## src/rtl/cache_arbiter_if.sv

```systemverilog
// Cache-to-physical-memory line port. The requester drives the master side and
// the responder drives the slave side. Address is a 16-bit word, data is a 128-bit cache line.
interface cache_arbiter_if;
  logic         read;
  logic         write;
  logic [15:0]  address;
  logic [127:0] wdata;
  logic         resp;
  logic [127:0] rdata;

  modport master (
    output read, write, address, wdata,
    input  resp, rdata
  );

  modport slave (
    input  read, write, address, wdata,
    output resp, rdata
  );
endinterface

```

## src/rtl/cache_arbiter.sv

```systemverilog
// Shares one physical-memory port between the I-cache and the D-cache. A grant lasts for one
// whole memory transaction. CACHE_ARB_RR_EN selects round-robin on conflict; without it, D wins.
module cache_arbiter (
  input  logic            clk,
  input  logic            rst_n,
  cache_arbiter_if.slave  i_pmem,
  cache_arbiter_if.slave  d_pmem,
  cache_arbiter_if.master pmem
);

  typedef enum logic [1:0] {
    ST_IDLE,
    ST_GRANT_I,
    ST_GRANT_D,
    ST_RECOVER
  } state_e;

  typedef enum logic {
    SRC_I,
    SRC_D
  } src_e;

  state_e state_q, state_d;
  src_e   last_grant_q, last_grant_d;
  src_e   conflict_winner;
  logic   i_req, d_req;

  assign i_req = i_pmem.read | i_pmem.write;
  assign d_req = d_pmem.read | d_pmem.write;

`ifdef CACHE_ARB_RR_EN
  assign conflict_winner = (last_grant_q == SRC_I) ? SRC_D : SRC_I;
`else
  assign conflict_winner = SRC_D;
`endif

  // NOTE: state registers use non-blocking assignments so every flop samples pre-edge values.
  always_ff @(posedge clk) begin
    if (!rst_n) begin
      state_q      <= ST_IDLE;
      last_grant_q <= SRC_I;
    end else begin
      state_q      <= state_d;
      last_grant_q <= last_grant_d;
    end
  end

  // NOTE: every output of a combinational block gets a default first, so no latch is inferred.
  always_comb begin
    state_d      = state_q;
    last_grant_d = last_grant_q;
    unique case (state_q)
      ST_IDLE: begin
        if (i_req && d_req) begin
          state_d      = (conflict_winner == SRC_I) ? ST_GRANT_I : ST_GRANT_D;
          last_grant_d = conflict_winner;
        end else if (i_req) begin
          state_d      = ST_GRANT_I;
          last_grant_d = SRC_I;
        end else if (d_req) begin
          state_d      = ST_GRANT_D;
          last_grant_d = SRC_D;
        end
      end
      ST_GRANT_I,
      ST_GRANT_D: begin
        if (pmem.resp) state_d = ST_RECOVER;
      end
      ST_RECOVER: state_d = ST_IDLE;
      default:    state_d = ST_IDLE;
    endcase
  end

  // RECOVER keeps the port quiet for one cycle so the served cache can drop its stale strobe.
  always_comb begin
    pmem.read    = 1'b0;
    pmem.write   = 1'b0;
    pmem.address = '0;
    pmem.wdata   = '0;
    unique case (state_q)
      ST_GRANT_I: begin
        pmem.read    = i_pmem.read;
        pmem.write   = i_pmem.write;
        pmem.address = i_pmem.address;
        pmem.wdata   = i_pmem.wdata;
      end
      ST_GRANT_D: begin
        pmem.read    = d_pmem.read;
        pmem.write   = d_pmem.write;
        pmem.address = d_pmem.address;
        pmem.wdata   = d_pmem.wdata;
      end
      default: ;
    endcase
  end

  assign i_pmem.resp  = pmem.resp & (state_q == ST_GRANT_I);
  assign d_pmem.resp  = pmem.resp & (state_q == ST_GRANT_D);
  assign i_pmem.rdata = pmem.rdata;
  assign d_pmem.rdata = pmem.rdata;

endmodule

```

## src/flat_wrapper.sv

```systemverilog
// flat-port wrapper written by rule: the top's interface ports become plain ports
module cache_arbiter_flat 
  (clk, rst_n, i_pmem_read, i_pmem_write, i_pmem_address, i_pmem_wdata, i_pmem_resp, i_pmem_rdata, d_pmem_read, d_pmem_write, d_pmem_address, d_pmem_wdata, d_pmem_resp, d_pmem_rdata, pmem_read, pmem_write, pmem_address, pmem_wdata, pmem_resp, pmem_rdata);
  cache_arbiter_if i_pmem_i ();
  cache_arbiter_if d_pmem_i ();
  cache_arbiter_if pmem_i ();
  input  logic clk;
  input  logic rst_n;
  input wire logic [$bits(i_pmem_i.read)-1:0] i_pmem_read;
  input wire logic [$bits(i_pmem_i.write)-1:0] i_pmem_write;
  input wire logic [$bits(i_pmem_i.address)-1:0] i_pmem_address;
  input wire logic [$bits(i_pmem_i.wdata)-1:0] i_pmem_wdata;
  output wire logic [$bits(i_pmem_i.resp)-1:0] i_pmem_resp;
  output wire logic [$bits(i_pmem_i.rdata)-1:0] i_pmem_rdata;
  input wire logic [$bits(d_pmem_i.read)-1:0] d_pmem_read;
  input wire logic [$bits(d_pmem_i.write)-1:0] d_pmem_write;
  input wire logic [$bits(d_pmem_i.address)-1:0] d_pmem_address;
  input wire logic [$bits(d_pmem_i.wdata)-1:0] d_pmem_wdata;
  output wire logic [$bits(d_pmem_i.resp)-1:0] d_pmem_resp;
  output wire logic [$bits(d_pmem_i.rdata)-1:0] d_pmem_rdata;
  output wire logic [$bits(pmem_i.read)-1:0] pmem_read;
  output wire logic [$bits(pmem_i.write)-1:0] pmem_write;
  output wire logic [$bits(pmem_i.address)-1:0] pmem_address;
  output wire logic [$bits(pmem_i.wdata)-1:0] pmem_wdata;
  input wire logic [$bits(pmem_i.resp)-1:0] pmem_resp;
  input wire logic [$bits(pmem_i.rdata)-1:0] pmem_rdata;
  assign i_pmem_i.read = i_pmem_read;
  assign i_pmem_i.write = i_pmem_write;
  assign i_pmem_i.address = i_pmem_address;
  assign i_pmem_i.wdata = i_pmem_wdata;
  assign i_pmem_resp = i_pmem_i.resp;
  assign i_pmem_rdata = i_pmem_i.rdata;
  assign d_pmem_i.read = d_pmem_read;
  assign d_pmem_i.write = d_pmem_write;
  assign d_pmem_i.address = d_pmem_address;
  assign d_pmem_i.wdata = d_pmem_wdata;
  assign d_pmem_resp = d_pmem_i.resp;
  assign d_pmem_rdata = d_pmem_i.rdata;
  assign pmem_read = pmem_i.read;
  assign pmem_write = pmem_i.write;
  assign pmem_address = pmem_i.address;
  assign pmem_wdata = pmem_i.wdata;
  assign pmem_i.resp = pmem_resp;
  assign pmem_i.rdata = pmem_rdata;
  cache_arbiter u_core (.clk(clk), .rst_n(rst_n), .i_pmem(i_pmem_i), .d_pmem(d_pmem_i), .pmem(pmem_i));
endmodule
```

## config.mk

```make
export PLATFORM = sky130hd
export DESIGN_NAME = cache_arbiter_flat
export DESIGN_NICKNAME = d
export VERILOG_FILES = /design/src/rtl/cache_arbiter_if.sv /design/src/rtl/cache_arbiter.sv /design/src/flat_wrapper.sv
export SDC_FILE = /design/constraint.sdc
export NUM_CORES = 1
export LEC_CHECK = 0
export CAP_MARGIN = 5
export CORE_AREA = 3 3 320 322
export CTS_CLUSTER_DIAMETER = 200
export CTS_CLUSTER_SIZE = 8
export DETAILED_ROUTE_END_ITERATION = 6
export DIE_AREA = 0 0 323 325
export PLACE_DENSITY_LB_ADDON = 0.1
export SETUP_SLACK_MARGIN = 0.05
export SLEW_MARGIN = 15
export SYNTH_ARGS = -nofsm -noshare
export SYNTH_HDL_FRONTEND = slang
export SYNTH_SLANG_ARGS = --single-unit
```

## constraint.sdc

```tcl
create_clock -name clk -period 2.1 [get_ports clk]
set_input_delay 0.21 -clock clk [delete_from_list [all_inputs] [get_ports clk]]
set_output_delay 0.21 -clock clk [all_outputs]
set_load 0.005 [all_outputs]
```

; ---- Word-level counts from Yosys, hierarchy flattened
; Index checks and enable logic that the tools add are counted.
[totals]
elab_cells = 23
inputBits = 423
out_inout_bits = 404
ff_bits = 2
[classes]
n_eq_ne = 5
n_bitwise = 4
n_mux = 9
n_reduce_logical = 4
[op_table]
columns = op, n
row1 = $pmux 128 s2, 1
row2 = $pmux 16 s2, 1
row3 = $mux 2, 4
row4 = $pmux 2 s3, 1
row5 = $eq 2x2->1 const B, 2
row6 = $ne 4x1->1 const B, 1
row7 = $pmux 1 s2, 2
row8 = $and 1x1->1, 2
row9 = $eq 2x1->1 const B, 1
row10 = $logic_not 2->1, 1
row11 = $ne 2x2->1 const B, 1
row12 = $or 1x1->1, 2
row13 = $reduce_and 2->1, 1
row14 = $reduce_or 2->1, 1
row15 = $logic_and 1x1->1, 1

; ---- Logic depth before layout (Yosys ltp)
; Gate-level depths: netlist of run 1.
[logic_depth]
depth_word = 5
mapped_depth = 6
ltp_nobuf = 5

; ---- Worst setup path before layout of run 1
; Ideal clock, no wire load.
[synth_timing]
path_type = register to output
startpoint = reg u_core.state_q[0]
endpoint = out pmem_wdata[100]
arrival_time_ns = 1.220
n_path_buf = 2
stages_incl_launch_ff = 6
t_required_ns = 1.890
path_slack_ns = 0.670
path_cell_list = dfxtp_1 -> inv_1 -> ha_1 -> buf_2 -> buf_2 -> nor2b_1
[synth_between]
elab_chain_len = 2
word_cells_on_any_way = 3
classes_between = eq/ne (2) / mux (1)
[synth_lines]
columns = element, line_no
row1 = from (decl), cache_arbiter.sv:23  ; state_e state_q, state_d;
row2 = from (signal assigned), cache_arbiter.sv:43  ; state_q <= state_d;
row3 = $eq 2x2->1 or $eq 2x1->1 (tied branches), cache_arbiter.sv:80  ; unique case (state_q)
row4 = $pmux 128 s2 *, cache_arbiter.sv:80
row5 = to (decl), flat_wrapper.sv:24  ; output wire logic [$bits(pmem_i.wdata)-1:0] pmem_wdata;
; Every way passes the cells marked *; elsewhere a longest branch is shown, timed or not.

; ---- Final worst setup path of run 1
[layout_timing]
startpoint = reg u_core.state_q[1]
endpoint = out pmem_wdata[74]
; Same word-level chain as after synthesis.

==> results of run 1 <==
-- stage by stage --
step	hold WS [ps]	power [mW]	util [%]	setup slack [ps]	setup TNS, ps
floorplan	338	3.64	-	670	0
global placement	420	8.10	8.90	-346	-12740
detailed placement	420	8.01	8.90	-283	-8750
CTS	420	13.9	10.8	-142	-1420
global route	420	14.6	10.9	-114	-531
finish	420	13.5	10.9	-56.6	-138
-- layer usage --
metal / up-vias / GRT usage (%)
met4: 2 / 2.49
met3: 109 / 3.30
li1: 2477 / -
met1: 2637 / 10.4
met2: 414 / 13.3
met5: - / 0
-- critical path, cell delays in order (launching register included) --
cell and delay (ps):
dfxtp_2 320, buf_6 120, ha_4 170, buf_4 140
buf_12 140, buf_6 130, a22oi_2 300, buf_4 200
nor2b_1 40, buf_2 120
-- cell usage in the layout, fill, tap and decap left out --
cell type,n
clkdlybuf4s50_1,294
a22oi_2,126
nor2b_1,118
buf_2,92
buf_4,59
buf_6,44
buf_12,36
a22oi_1,21
nor2b_2,20
buf_16,19
dlygate4sd2_1,19
buf_8,15
clkbuf_2,11
nor2b_4,8
clkdlybuf4s15_1,8
clkbuf_16,5
nor3_1,3
ha_4,3
inv_4,2
and2_1,2
nor2_1,2
nand2_1,2
bufbuf_16,2
diode_2,1
and3_1,1
nand2b_1,1
o21ai_0,1
mux2i_1,1
a21oi_1,1
o31a_1,1
clkdlybuf4s15_2,1
dfxtp_4,1
dfxtp_2,1
-- layout make-up --
cell class / count / share of cell area (%)
clock buffer: 3 / 0.688
timing repair buffer: 602 / 57.2
sequential: 2 / 0.413
multi-input combinational: 311 / 26.7
tap: 1298 / 14.9
inverter: 2 / 0.115
antenna: 1 / 0.0229
-- worst paths after layout --
path | startpoint | endpoint | slack, ps
setup / recovery | u_core.state_q[1] | pmem_wdata[74] | -60
hold / removal | pmem_rdata[120] | d_pmem_rdata[120] | 420
setup reg to reg | u_core.state_q[0] | u_core.state_q[1] | 320
hold reg to reg | u_core.state_q[0] | u_core.state_q[0] | 740
-- kinds of logic (layout without fill, tap and decap cells) --
family          after synthesis  in the layout
buf+inv                     306            607
compound gates              150            150
flops                         2              2
mux                           1              1
fa+ha+maj                     3              3
other cells                   0              1
simple gates                157            157
-- power by group through the flow --
stage / Clock [mW] / Sequential, mW / Combinational, mW
after floorplan: 0 / 0.0670 / 3.57
after global routing: 0.295 / 0.0885 / 14.2
after CTS: 0.296 / 0.0869 / 13.6
final: 0.291 / 0.0873 / 13.1
after detailed placement: 0 / 0.0709 / 7.94
after global placement: 0 / 0.0719 / 8.03
-- repair_timing --
action / 4_1_cts / 5_1_grt
setup buffers: 78 / 16
hold endpoints to repair: 0 / 0
endpoints found under the setup margin: 148 / 115
pin swaps: 43 / 39
gates cloned: 19 / 2
gates resized for setup: 647 / 92
==> impl_metrics.ini, run 1 <==
[cells_and_area]
regMostFlops = u_core.state_q
fin_area_sq_um = 10900
synthToLayoutAreaGrowth_pct = 146
multi_input_area_sq_um = 2920
largest_reg_flops = 2
regArea_sq_um = 45.0
final.fill_count = 11600
nets = 1348
layout-drive-gt1-share_pct = 48.4
fin_cells = 2219
reg_top3 = u_core.state_q x2

[yosys]
ys_types = 19
syn_avg_cell_area_sq_um = 7.15
synth_xor_area_share_pct = 0
ys_warn_count = 0
synth.most_common_cell = buf_4
muxShareOfSynthArea_pct = 0.226
synth_common_cells = buf_4, a22oi_1, nor2b_1
yosysSeqAreaShare_pct = 0.904
synth_edf_count = 0
async_flop_share_pct = 0
syn_inst = 619
ys.flop_type = dfxtp_1
syn_area_sq_um = 4430
yosys.area.top_type_share_pct = 44.8
synth_top_family_by_area = buffers and inverters
synth_compound_area_share_pct = 25.3
synth.area.top_cells = buf_4, a22oi_1, nor2b_1, buf_2, buf_6
synthSimpleGateAreaFrac_pct = 21.9
yosysTopAreaCell = buf_4
synth_fa_ha_area_share_pct = 0.848
ys_seq_elements = 2
syn_nets = 1045

[timing]
fmax_mhz = 464
setup_slack_ps = -56.6
rsz0062_at_grt = yes
worst_pin_slew_ps = 377
relSlewSlack_pct = 74.9
fin_skew_ps = 1.76
post-route-min-period_ps = 2160
finalHoldViolCount = 0
final.period_utilization_pct = 103
drv_slew = 0
setup_viol = 4

[floorplanning]
die_w_um = 323
die_h_um = 325
start_util_pct = 4.43
core_sq_um = 99900
std_cell_rows = 116
pin_count = 827
dieArea_sq_um = 105000

[detailed_routing]
antenna_left = 0
vias = 5639
route.detailed.drc = 0
drtIter0Drc = 170
wl_per_cell_um = 21.3
routed_via_density = 2.54
top_layer = met5
wirelength_um = 47300
dr.pass1.iters = 4
met2_length_um = 20700
met1_length_um = 20200
wl_met3_um = 4950

[pwr]
p_sw_share_pct = 43.9
p_int_mw = 7.59
combPwrFrac_pct = 97.2
clockPowerShare_pct = 2.2
power_frac_seq_pct = 0.6
leakage_nw = 3.78
powerDensity_nw_per_um2 = 1240
p_switching_mw = 5.93
vdd_drop_max_v = 0.000405

[worst_setup_path]
cp.arrival_ps = 1950
crit_path_max_fanout = 6
worstPathRequired_ps = 1890
crit_path_start_kind = flop
crit_path_end_kind = output pin
reg2reg_depth = 7
crit_type = reg -> out

[clocking]
cts_max_level = 1
cts_sinks = 2
cts.clk_slew.worst_paths_ps = 30
cts_root_buf = clkbuf_16
numCtsBuffers = 3
postCtsHoldBufs = 0
clk_latency_ps = 220
ctsLongestPathBuffers = 2
cts_tree = done

[status]
status = finished with violations
violations = setup timing

[grt]
grt_use_total_pct = 8.38
first_global_vias = 6374
antenna_found_initial = 7
grt_pass1_wl_um = 59500
grt-ovfl-total = 0
grt_start_max_net_pins = 33

[place]
dp_hpwl_um = 32100
numPortBuffers = 442
gp_congestion = 0.680
dp_cells = 2115
placement.cell_area_sq_um = 8880

[min_path]
holdCritPathClass = in -> out
hold_depth = 0

[job]
maxCapViolations = 0
Note: power is estimated with default switching activity, not from simulation.
==> run 2: changes to the inputs <==
Settings changed: TNS_END_PERCENT set to 10.
==> run 2 against run 1 <==
- the run still ends with setup timing left
- via count decreased by 3.4%
- non-clock buffer count decreased by 37
- clock-buffer cell count unchanged
- wire length decreased by 4.2%
- critical endpoint is now pmem_wdata[58]
==> impl_metrics.ini, run 2 (synthesis results as in run 1) <==
[status]
status = finished with violations
violations = setup timing

[detailed_routing]
wirelength_um = 45300
wl_per_cell_um = 20.7
vias = 5450
route.detailed.drc = 0
routed_via_density = 2.49
drtIter0Drc = 166
antenna_left = 0
dr.pass1.iters = 4

[place]
numPortBuffers = 442
dp_hpwl_um = 32100
placement.cell_area_sq_um = 8880
pre_cts_ws_ps = -283
gp_congestion = 0.680
dp_cells = 2115

[timing]
relSlewSlack_pct = 77.9
holdWs_ps = 420
fmax_mhz = 462
setup_viol = 10
drv_slew = 0
fin_skew_ps = 0.915
final.period_utilization_pct = 103
fin_setup_tns_ps = -240
worst_pin_slew_ps = 332
finalHoldViolCount = 0
setup_slack_ps = -63.8
rsz0062_at_grt = yes
post-route-min-period_ps = 2160

[floorplanning]
dieArea_sq_um = 105000
start_util_pct = 4.43
die_w_um = 323
std_cell_rows = 116
core_sq_um = 99900
die_h_um = 325
pin_count = 827

[pwr]
vdd_drop_max_v = 0.000393
p_total_mw = 11.8
powerDensity_nw_per_um2 = 1150
leakage_nw = 3.64

[cells_and_area]
fin_cells = 2185
largest_reg_flops = 2
nets = 1311
layout-drive-gt1-share_pct = 37.3
post-route-util_pct = 10.3
regMostFlops = u_core.state_q
fin_area_sq_um = 10300
layout.cells.most_common_list = clkdlybuf4s50_1, nor2b_1, a22oi_2, buf_4, a22oi_1
final.fill_count = 11600
layout_commonest_cell = clkdlybuf4s50_1
reg_top3 = u_core.state_q x2
synthToLayoutAreaGrowth_pct = 133

[worst_setup_path]
crit_chain = buf_6, ha_4, buf_12, buf_12, buf_16, a22oi_2, buf_4, nor2b_1, dlygate4sd2_1
cp.arrival_ps = 1950
startpoint = u_core.state_q[1]
worstPathRequired_ps = 1890
crit_type = reg -> out
crit_path_start_kind = flop
slowest_delay_ps = 310
cp_slowest_cell = dfxtp_2
cp_common_cell = buf_12
crit_path_max_fanout = 4
timing.rr.start = u_core.state_q[0]
crit_path_end_kind = output pin

[job]
maxCapViolations = 0

[grt]
grt_pass1_wl_um = 56500
grt-ovfl-total = 0
first_global_vias = 6020
grt_start_max_net_pins = 33
antenna_found_initial = 7
grt_use_total_pct = 7.94

[clocking]
ctsLongestPathBuffers = 2
cts_sinks = 2
cts_max_level = 1
cts.clk_slew.worst_paths_ps = 30
cts_root_buf = clkbuf_16
numCtsBuffers = 3
cts_tree = done
clk_latency_ps = 220

[min_path]
min_from = pmem_rdata[120]
holdCritPathClass = in -> out
==> run 2: changes by cell type in the layout (fill, tap and decap cells not counted), sizes merged <==
cell           delta
buf              -86
bufbuf            -1
clkbuf           +15
clkdlybuf4s15     +9
clkdlybuf4s50     +1
diode             +3
dlygate4sd2      +16
dlymetal6s2s      +9
==> run 2: area by class of cell <==
class                           count  area (sq um)  area share [%]
Timing Repair Buffer              565          5850            56.7
Multi-Input combinational cell    311          2700            26.2
Tap cell                         1298          1620            15.8
Clock buffer                        3          75.1           0.728
Sequential cell                     2          45.0           0.437
Inverter                            2          10.0          0.0971
Antenna cell                        4          10.0          0.0971
==> run 2: worst max-delay path, delay by kind of cell (launching register included) <==
family | cells | cell delay [ps]
compound gates | 1 | 220
flops | 1 | 310
simple gates | 1 | 40
fa+ha+maj | 1 | 190
buf+inv | 6 | 960
==> run 2: what timing repair did <==
item | in CTS | in global routing
gates cloned | 13 | 2
endpoints found under the setup margin | 148 | 127
buffers inserted | 35 | 14
hold buffers | 0 | 0
pin swaps | 20 | 17
gates resized for setup | 393 | 140
==> run 2: layer usage <==
layer	wire, um	part of all wire (%)	global-route usage, %	vias up
met4	1410	3.1	2.49	2
met1	19000	42	9.83	2495
met3	5130	11	3.24	110
met5	13	0.029	0	-
met2	19800	44	12.5	437
li1	-	-	-	2406
==> run 2: path summary, 6_finish.rpt <==
check	to	slack, ps	depth (start not counted)
min reg2reg	u_core.state_q[0]	740	3
max reg2reg	u_core.state_q[1]	330	7
min	d_pmem_rdata[120]	420	0
max	pmem_wdata[58]	-60	9
==> run 2: report_power, final <==
part | switching [mW] | internal (mW)
clock network | 0.0472 | 0.243
registers | 0.0211 | 0.0627
logic | 5.28 | 6.16
total | 5.35 | 6.47
